[config.mk]
export PLATFORM = sky130hd
export DESIGN_NAME = rx_byte_assembler
export DESIGN_NICKNAME = d
export VERILOG_FILES = /design/src/rtl/usb_rx_pkg.sv /design/src/rtl/rx_bit_timer.sv /design/src/rtl/rx_byte_assembler.sv
export SDC_FILE = /design/constraint.sdc
export NUM_CORES = 1
export LEC_CHECK = 0
export CORE_ASPECT_RATIO = 1.5
export CORE_MARGIN = 8
export CORE_UTILIZATION = 46
export CTS_CLUSTER_SIZE = 24
export DETAILED_ROUTE_END_ITERATION = 6
export PLACE_DENSITY_LB_ADDON = 0.08
export SYNTH_ARGS = -nofsm -noshare
export SYNTH_HDL_FRONTEND = slang
export SYNTH_SLANG_ARGS = --single-unit
[constraint.sdc]
create_clock -name clk -period 3.8 [get_ports clk]
set_clock_uncertainty 0.05 [all_clocks]
set_input_delay 0.76 -clock clk [delete_from_list [all_inputs] [get_ports clk]]
set_output_delay 0.76 -clock clk [all_outputs]
set_load 0.01 [all_outputs]
[src/rtl/usb_rx_pkg.sv]
// Shared types and constants for the USB full-speed receive front end.
package usb_rx_pkg;

    typedef enum logic [1:0] {
        ST_IDLE,
        ST_RECEIVE,
        ST_EOP_WAIT,
        ST_ERR_WAIT
    } rx_asm_state_t;

    localparam logic [7:0] SYNC_BYTE   = 8'h80;
    localparam logic [2:0] STUFF_LIMIT = 3'd6;

    // Line states as {d_plus, d_minus}
    localparam logic [1:0] LINE_J   = 2'b10;
    localparam logic [1:0] LINE_K   = 2'b01;
    localparam logic [1:0] LINE_SE0 = 2'b00;

    // NRZI: no change in level decodes as 1, a change decodes as 0
    function automatic logic nrzi_bit(input logic level, input logic prev_level);
        return level == prev_level;
    endfunction

endpackage

[src/rtl/rx_bit_timer.sv]
// Bit-time recovery: free-running bit counter resynchronised on every d_plus
// edge, with a mid-bit sample strobe and a falling-edge detect for packet start.
module rx_bit_timer #(
    parameter int unsigned CLKS_PER_BIT = 8
) (
    input  logic clk,
    input  logic n_rst,
    input  logic run,
    input  logic d_plus,
    output logic sample,
    output logic fall
);

    localparam int unsigned CW = $clog2(CLKS_PER_BIT);
    localparam logic [CW-1:0] LAST = CW'(CLKS_PER_BIT - 1);
    localparam logic [CW-1:0] MID  = CW'(CLKS_PER_BIT / 2 - 1);

    logic [CW-1:0] r_cnt;
    logic          r_dp_prev;
    logic          w_edge;

    assign w_edge = d_plus ^ r_dp_prev;
    assign fall   = r_dp_prev & ~d_plus;
    assign sample = run && (r_cnt == MID);

    always_ff @(posedge clk or negedge n_rst) begin
        if (!n_rst) begin
            r_cnt     <= '0;
            r_dp_prev <= 1'b1;
        end else begin
            r_dp_prev <= d_plus;
            if (!run || w_edge)
                r_cnt <= '0;
            else if (r_cnt == LAST)
                r_cnt <= '0;
            else
                r_cnt <= r_cnt + CW'(1);
        end
    end

endmodule

[src/rtl/rx_byte_assembler.sv]
// USB full-speed RX front end: NRZI decode, bit unstuffing and LSB-first byte
// assembly, with EOP, stuffing and alignment error reporting.
module rx_byte_assembler
    import usb_rx_pkg::*;
#(
    parameter int unsigned CLKS_PER_BIT = 8
) (
    input  logic       clk,
    input  logic       n_rst,
    input  logic       d_plus,
    input  logic       d_minus,
    input  logic       enable,
    output logic [7:0] Packet_Data,
    output logic       byte_complete,
    output logic       eop,
    output logic       stuff_error,
    output logic       align_error,
    output logic       receiving
);

    rx_asm_state_t r_state, w_state_nxt;

    logic       r_prev_level, w_prev_nxt;
    logic [2:0] r_ones,       w_ones_nxt;
    logic [2:0] r_bitcnt,     w_bitcnt_nxt;
    logic [7:0] r_shift,      w_shift_nxt;
    logic [7:0] r_data,       w_data_nxt;
    logic       r_se0_seen,   w_se0_seen_nxt;
    logic       r_bc,         w_bc_nxt;
    logic       r_eop,        w_eop_nxt;
    logic       r_stuff,      w_stuff_nxt;
    logic       r_align,      w_align_nxt;
    logic       r_recv,       w_recv_nxt;

    logic       w_sample;
    logic       w_fall;
    logic [1:0] w_line;
    logic       w_bit;

    rx_bit_timer #(
        .CLKS_PER_BIT(CLKS_PER_BIT)
    ) u_timer (
        .clk    (clk),
        .n_rst  (n_rst),
        .run    (r_state != ST_IDLE),
        .d_plus (d_plus),
        .sample (w_sample),
        .fall   (w_fall)
    );

    assign w_line = {d_plus, d_minus};
    assign w_bit  = nrzi_bit(d_plus, r_prev_level);

    always_comb begin
        w_state_nxt    = r_state;
        w_prev_nxt     = r_prev_level;
        w_ones_nxt     = r_ones;
        w_bitcnt_nxt   = r_bitcnt;
        w_shift_nxt    = r_shift;
        w_data_nxt     = r_data;
        w_se0_seen_nxt = r_se0_seen;
        w_bc_nxt       = 1'b0;
        w_eop_nxt      = 1'b0;
        w_stuff_nxt    = 1'b0;
        w_align_nxt    = 1'b0;

        if (!enable) begin
            w_state_nxt = ST_IDLE;
        end else begin
            case (r_state)
                ST_IDLE: begin
                    if (w_fall && w_line == LINE_K) begin
                        w_state_nxt    = ST_RECEIVE;
                        w_prev_nxt     = 1'b1;
                        w_ones_nxt     = '0;
                        w_bitcnt_nxt   = '0;
                        w_se0_seen_nxt = 1'b0;
                    end
                end
                ST_RECEIVE: begin
                    if (w_sample) begin
                        // SE0 preempts any pending stuff-bit check
                        if (w_line == LINE_SE0) begin
                            w_state_nxt  = ST_EOP_WAIT;
                            w_align_nxt  = (r_bitcnt != 3'd0);
                            w_bitcnt_nxt = '0;
                        end else begin
                            w_prev_nxt = d_plus;
                            if (r_ones == STUFF_LIMIT) begin
                                w_ones_nxt = '0;
                                if (w_bit) begin
                                    w_stuff_nxt = 1'b1;
                                    w_state_nxt = ST_ERR_WAIT;
                                end
                            end else begin
                                w_ones_nxt   = w_bit ? r_ones + 3'd1 : 3'd0;
                                w_shift_nxt  = {w_bit, r_shift[7:1]};
                                w_bitcnt_nxt = r_bitcnt + 3'd1;
                                if (r_bitcnt == 3'd7) begin
                                    w_data_nxt = {w_bit, r_shift[7:1]};
                                    w_bc_nxt   = 1'b1;
                                end
                            end
                        end
                    end
                end
                ST_EOP_WAIT: begin
                    if (w_sample && w_line == LINE_J) begin
                        w_eop_nxt   = 1'b1;
                        w_state_nxt = ST_IDLE;
                    end
                end
                ST_ERR_WAIT: begin
                    if (w_sample) begin
                        if (w_line == LINE_SE0) begin
                            w_se0_seen_nxt = 1'b1;
                        end else if (w_line == LINE_J && r_se0_seen) begin
                            w_eop_nxt   = 1'b1;
                            w_state_nxt = ST_IDLE;
                        end
                    end
                end
                default: w_state_nxt = ST_IDLE;
            endcase
        end

        w_recv_nxt = (w_state_nxt != ST_IDLE);
    end

    always_ff @(posedge clk or negedge n_rst) begin
        if (!n_rst) begin
            r_state      <= ST_IDLE;
            r_prev_level <= 1'b1;
            r_ones       <= '0;
            r_bitcnt     <= '0;
            r_shift      <= '0;
            r_data       <= '0;
            r_se0_seen   <= 1'b0;
            r_bc         <= 1'b0;
            r_eop        <= 1'b0;
            r_stuff      <= 1'b0;
            r_align      <= 1'b0;
            r_recv       <= 1'b0;
        end else begin
            r_state      <= w_state_nxt;
            r_prev_level <= w_prev_nxt;
            r_ones       <= w_ones_nxt;
            r_bitcnt     <= w_bitcnt_nxt;
            r_shift      <= w_shift_nxt;
            r_data       <= w_data_nxt;
            r_se0_seen   <= w_se0_seen_nxt;
            r_bc         <= w_bc_nxt;
            r_eop        <= w_eop_nxt;
            r_stuff      <= w_stuff_nxt;
            r_align      <= w_align_nxt;
            r_recv       <= w_recv_nxt;
        end
    end

    assign Packet_Data   = r_data;
    assign byte_complete = r_bc;
    assign eop           = r_eop;
    assign stuff_error   = r_stuff;
    assign align_error   = r_align;
    assign receiving     = r_recv;

endmodule

==> summary.md, run 1 <==
| Metric | Value |
|---|---|
| Fin util | `a little under three fifths` |
| Fin. max-slew vios | `0` |
| Hold Path Class | `reg2reg` |
| Setup_tns | `0 ns` |
| Die Width | `approximately 65 um` |
| Core Area | `3416 um^2` |
| EDFF count, synth | `0` |
| Fin. Hold Viols | `0` |
| Asr flop ratio synth | `100.0%` |
| Post-CTS sizing | `0` |
| CTS sink count | `34` |
| WL met3 | `192 um` |
| Adder-cell area share of the yosys netlist | `6.865%` |
| Startpoint class of the critical path | `input port` |
| DR WL met2 | `between 1.5 and 2 mm` |
| Power per Cell Area | `343.8 nW/um^2` |
| Distinct cells, synth | `40` |
| Worst-Margin Slew | `0.5482 ns` |
| Tot GR Track Use | `11.62%` |
| CTS tree | `done` |
| TritonCTS buffer count | `5` |
| DRT iter0 DRCs | `33` |
| Die Y-Extent | `89.14 um` |
| Critical Path AT | `between 2 and 3 ns` |
| Critical path type | `in2reg` |
| Outcome | `finished, final reports clean` |
| Max-cap viol count | `0` |
| DRT Pass-1 Iters | `4` |
| Share of layout cells above drive strength 1 | `between 20% and 30%` |
| Hold_ws | `0.3852 ns` |
| Synthesized area | `1640 um^2` |
| CP endpoint kind | `register` |
| I/O Buffers | `17` |
| Static leakage | `just under 1 nW` |
| YS warnings | `0` |
| H-tree level count | `2` |
| Max Used Layer | `met4` |
| Root buf cell | `clkbuf_8` |
| CP max FO | `12` |
| IO Count | `18` |
| Yosys reg bits | `34` |
| Avg WL per Cell | `around 15 um` |
| Rows | `26` |
| Post-Syn Instances | `132` |
| WL met1 | `1.142 mm` |
| Sequential element share of the synthesized area | `a little over half` |
| Via density | `5.446` |
| Maximum clock rate | `~370 MHz` |
| Total wire length | `2.915 mm` |
| Gr ovfl total | `0` |
| Vias in the first global route | `between 1000 and 1500` |
| Worst vdd ir | `between 0.3 and 0.4 mV` |
| Dominant synthesized flop cell | `dfrtp_1` |
| Slew headroom | `63.41%` |
| Finish-stage setup viols | `0` |
| Simple logic cell fraction of the synthesized area | `14.49%` |
| Detailed-route via count | `1062` |
| Largest family of logic cells by synthesized area | `simple AND/OR/NAND/NOR gates` |
| Post-CTS Setup Bufs | `0` |
| CTS hold repair buffers | `0` |
| # nets final | `166` |
| Layout area overhead | `17.62%` |
| First-pass GRT wire length | `around 5.3 mm` |
| Multiplexer share of the synthesized area | `12.81%` |
| DRT antenna net count | `0` |
| Detailed placement HPWL | `2.116 mm` |
| Compound-Gate Fraction of Synth Area | `a little under a tenth` |
| Post-route DRC | `0` |
| Largest net degree at the start of global routing | `35` |
| CTS clk-pin slew, worst paths | `0.06 ns` |
| Antenna violations before repair | `0` |
| Worst-skew pair later-pin latency | `0.28 ns` |
| Syn_nets | `146` |
| Die area | `around 5800 um^2` |
| Max clock buf depth | `2` |
| Fin crit period | `2.678 ns` |
| Synth Area per Inst | `12.43 um^2` |
| Post-Synth XOR/XNOR Area | `less than 1%` |
| Final period utilization | `70.47%` |
| Initial Util | `48.02%` |
| N_diodes | `0` |
| Placer Congestion | `0.8017` |
| Crit path required time | `between 3 and 4 ns` |
| RSZ-0062 raised after global routing | `false` |
-- Yosys cell counts (all sizes together), types with 2 or more instances --
| master | instances | area, um^2 |
|---|---|---|
| dfstp | 2 | 52.55 |
| nand3b | 2 | 15.01 |
| nand4b | 4 | 50.05 |
| dfrtp | 32 | 800.8 |
| inv | 10 | 37.54 |
| a21oi | 3 | 15.01 |
| or2 | 2 | 12.52 |
| buf | 5 | 32.53 |
| nand3 | 2 | 10.01 |
| ha | 9 | 112.6 |
| nand2b | 3 | 18.77 |
| o21ai | 7 | 35.03 |
| nand2 | 6 | 30.03 |
| mux2 | 16 | 210.2 |
| a22o | 2 | 17.52 |
| o31ai | 2 | 15.01 |
| nor2 | 6 | 22.52 |
| nor3b | 3 | 33.78 |
-- kinds of logic (layout without fill, tap and decap cells) --
logic type	after synthesis	count (layout)
compound gates	22	22
xor+xnor	1	1
fa+ha+maj	9	9
buf+inv	15	36
flops	34	34
mux	16	16
simple gates	35	35
-- cells in the final DEF (no fill, tap or decap), drive strengths merged, types with 4 or more instances in the layout --
| cell | instances |
|---|---|
| dfrtp | 32 |
| clkdlybuf4s50 | 17 |
| mux2 | 16 |
| inv | 10 |
| ha | 9 |
| o21ai | 7 |
| clkbuf | 7 |
| nor2 | 6 |
| nand2 | 6 |
| nand4b | 4 |
-- state kept, by name, summed over array words and instances, names as in the netlist, 2 cells and up --
signal         count
Packet_Data        8
r_shift            7
r_bitcnt           3
r_ones             3
u_timer.r_cnt      3
r_state            2
-- metal layers --
metal	global-route usage, %	vias up
met4	6.375	0
met2	20.60	27
met5	0	-
met3	4.517	6
met1	11.32	524
li1	-	505
-- worst max-delay path, cell delays in order --
cell	delay [ns]
clkdlybuf4s50_1	0.74
nor2_1	0.21
nor3b_4	0.52
nand2_4	0.21
mux2_4	0.34
-- path summary, 6_finish.rpt --
kind                       cells past startpoint  slack, ns                       start                         end
max                                            5       1.12                      d_plus  Packet_Data[0]$_DFFE_PN0P_
min                                            1       0.39  u_timer.r_cnt[0]$_DFF_PN0_  u_timer.r_cnt[0]$_DFF_PN0_
max reg2reg                                    6       1.45  u_timer.r_cnt[0]$_DFF_PN0_  Packet_Data[0]$_DFFE_PN0P_
min reg2reg                                    1       0.39  u_timer.r_cnt[0]$_DFF_PN0_  u_timer.r_cnt[0]$_DFF_PN0_
max in group asynchronous                      2       2.52                       n_rst    r_prev_level$_DFFE_PN1P_
min in group asynchronous                      2       0.83                       n_rst  Packet_Data[5]$_DFFE_PN0P_
-- through the flow --
step / instance area, um^2 / std cells / total power [mW] / setup WS [ns]
2_1_floorplan: 1640 / 132 / 0.3889 / 1.807
3_3_place_gp: 1838 / 187 / 0.4039 / 0.8753
3_5_place_dp: 1838 / 187 / 0.4049 / 0.8578
4_1_cts: 1929 / 195 / 0.6761 / 1.140
5_1_grt: 1929 / 195 / 0.6929 / 0.9549
6_report: 1929 / 195 / 0.6632 / 1.122
-- where the power goes --
part,internal (mW),total (mW),switching (mW)
Combinational,0.0103,0.0289,0.0186
Sequential,0.366,0.369,0.00284
Clock,0.146,0.266,0.120
Total,0.522,0.663,0.141
-- final cells by class --
type | count | area (um^2)
well taps | 42 | 52.55
flip-flops and latches | 34 | 853.3
clock buffers | 7 | 86.33
fillers | 292 | 1486
clock inverters | 1 | 5.005
inverters | 10 | 37.54
multi-input cells | 83 | 716.9
repair buffers | 18 | 177.7
(Power assumes the default switching activity.)
==> run 2, diff against run 1 <==
==> constraint.sdc (replaced) <==
create_clock -name clk -period 2.6 [get_ports clk]
set_clock_uncertainty 0.05 [all_clocks]
set_input_delay 0.52 -clock clk [delete_from_list [all_inputs] [get_ports clk]]
set_output_delay 0.52 -clock clk [all_outputs]
set_load 0.01 [all_outputs]
==> run 2 against run 1 <==
Count of clock-buffer cells in the layout stayed put. Combinational power is 53% higher. Sequential share of layout area fell by 0.68 points. Power rose by 47%. Critical path type unchanged. Critical endpoint is now r_shift[2]$_DFFE_PN0P_.
==> summary.md, run 2 (synthesis gave the netlist of run 1 again) <==
| Metric | Value |
|---|---|
| Critical Path AT | `roughly 2.2 ns` |
| Maximum clock rate | `470.3 MHz` |
| Initial Util | `around 48%` |
| Setup_tns | `0 ns` |
| H-tree level count | `2` |
| Pre-CTS WS | `between 0.15 and 0.2 ns` |
| DRT antenna net count | `0` |
| Multi-input logic area | `716.9 um^2` |
| Rows | `26` |
| Critical-path cell list | `clkdlybuf4s50_1, nor2_1, nor3b_4, buf_4, mux2_2` |
| Die Width | `roughly 65 um` |
| Die Y-Extent | `between 80 and 90 um` |
| Tot GR Track Use | `approximately an eighth` |
| Vias in the first global route | `1095` |
| Max clock buf depth | `2` |
| Layout area overhead | `19.45%` |
| Static leakage | `0.9870 nW` |
| Fin cells | `~200` |
| # nets final | `170` |
| Antenna violations before repair | `0` |
| Worst-Margin Slew | `0.4470 ns` |
| Total wire length | `3.028 mm` |
| Detailed placement HPWL | `2.235 mm` |
| RSZ-0062 raised after global routing | `false` |
| Share of layout cells above drive strength 1 | `between 20% and 30%` |
| CP max FO | `10` |
| Gr ovfl total | `0` |
| Critical path type | `in2reg` |
| I/O Buffers | `17` |
| IO Count | `18` |
| Post-CTS sizing | `0` |
| Seq. cell area | `around 850 um^2` |
| Placed insts | `~190` |
| Startpoint class of the critical path | `input port` |
| Placer Congestion | `0.8709` |
| N_diodes | `0` |
| Largest net degree at the start of global routing | `35` |
| Max reg flops | `8` |
| Detailed-route via count | `around 1100` |
| CP endpoint kind | `register` |
| Fin. Hold Viols | `0` |
| Final WS setup | `0.4738 ns` |
| Via density | `5.352` |
| Die area | `5772 um^2` |
| Crit path largest cell delay | `0.65 ns` |
| Fin. max-slew vios | `0` |
| Fin crit period | `2.126 ns` |
| CTS clk-pin slew, worst paths | `0.06 ns` |
| Outcome | `finished, final reports clean` |
| Slew headroom | `between 70% and 80%` |
| Layout fillers | `between 200 and 300` |
| First-pass GRT wire length | `5.092 mm` |
| Crit path required time | `2.72 ns` |
| Most frequent cells in the layout | `dfrtp_1, clkdlybuf4s50_1, inv_1` |
| Final period utilization | `about four fifths` |
| Most common cell after layout, fill and taps aside | `dfrtp_1` |
| CTS tree | `done` |
| CP max-delay cell | `clkdlybuf4s50_1` |
| Worst-skew pair later-pin latency | `0.28 ns` |
| CTS sink count | `34` |
| TritonCTS buffer count | `5` |
| Max-cap viol count | `0` |
| DRT iter0 DRCs | `25` |
| Power per Cell Area | `between 400 and 500 nW/um^2` |
| Root buf cell | `clkbuf_8` |
| Post-CTS Setup Bufs | `0` |
| Hold Path Class | `reg2reg` |
| Worst vdd ir | `0.3425 mV` |
| CTS hold repair buffers | `0` |
| Finish-stage setup viols | `0` |
| Core Area | `3416 um^2` |
| Post-route DRC | `0` |
| Avg WL per Cell | `15.22 um` |
| DRT Pass-1 Iters | `4` |
-- run 2: stage by stage --
step	hold slack (ns)	cell area (um^2)	total power [mW]	utilization (%)
finish	0.4074	1959	0.9759	57.36
global route	0.4397	1959	1.017	57.36
CTS	0.4199	1959	0.9960	57.36
global placement	0.3776	1868	0.5924	54.69
detailed placement	0.4111	1868	0.5940	54.69
floorplan	0.1744	1640	0.5684	-
-- run 2: worst paths after layout --
kind / startpoint / to / slack [ns] / cells after the start
max reg2reg: u_timer.r_cnt[0]$_DFF_PN0_ / r_shift[2]$_DFFE_PN0P_ / 0.58 / 6
max in group asynchronous: n_rst / r_prev_level$_DFFE_PN1P_ / 1.58 / 2
max: d_plus / r_shift[2]$_DFFE_PN0P_ / 0.47 / 5
min in group asynchronous: n_rst / byte_complete$_DFF_PN0_ / 0.59 / 2
min reg2reg: u_timer.r_cnt[0]$_DFF_PN0_ / u_timer.r_cnt[0]$_DFF_PN0_ / 0.41 / 1
min: u_timer.r_cnt[0]$_DFF_PN0_ / u_timer.r_cnt[0]$_DFF_PN0_ / 0.41 / 1
-- run 2: critical path: cells and delay by family --
family                 cells  cell delay [ns]
multiplexers               1             0.34
buffers and inverters      2             0.87
AND/OR/NAND/NOR            2             0.52
-- run 2: layout make-up --
type | instances | area share, %
sequential | 34 | 43.55
multi-input combinational | 83 | 36.59
timing repair buffer | 22 | 10.60
clock buffer | 7 | 4.406
tap | 42 | 2.682
inverter | 10 | 1.916
clock inverter | 1 | 0.2554
-- run 2: layer usage --
layer,global-route usage (%),vias to the layer above,wire length [um]
li1,-,513,-
met1,11.68,522,1226
met2,20.15,25,1544
met3,4.266,5,180
met4,7.171,0,76
met5,0,-,0
-- run 2: where the power goes --
group          internal, mW  switching [mW]  total (mW)
registers             0.535         0.00442       0.539
clock network         0.213           0.179       0.393
logic                0.0172          0.0270      0.0442
total                 0.765           0.211       0.976
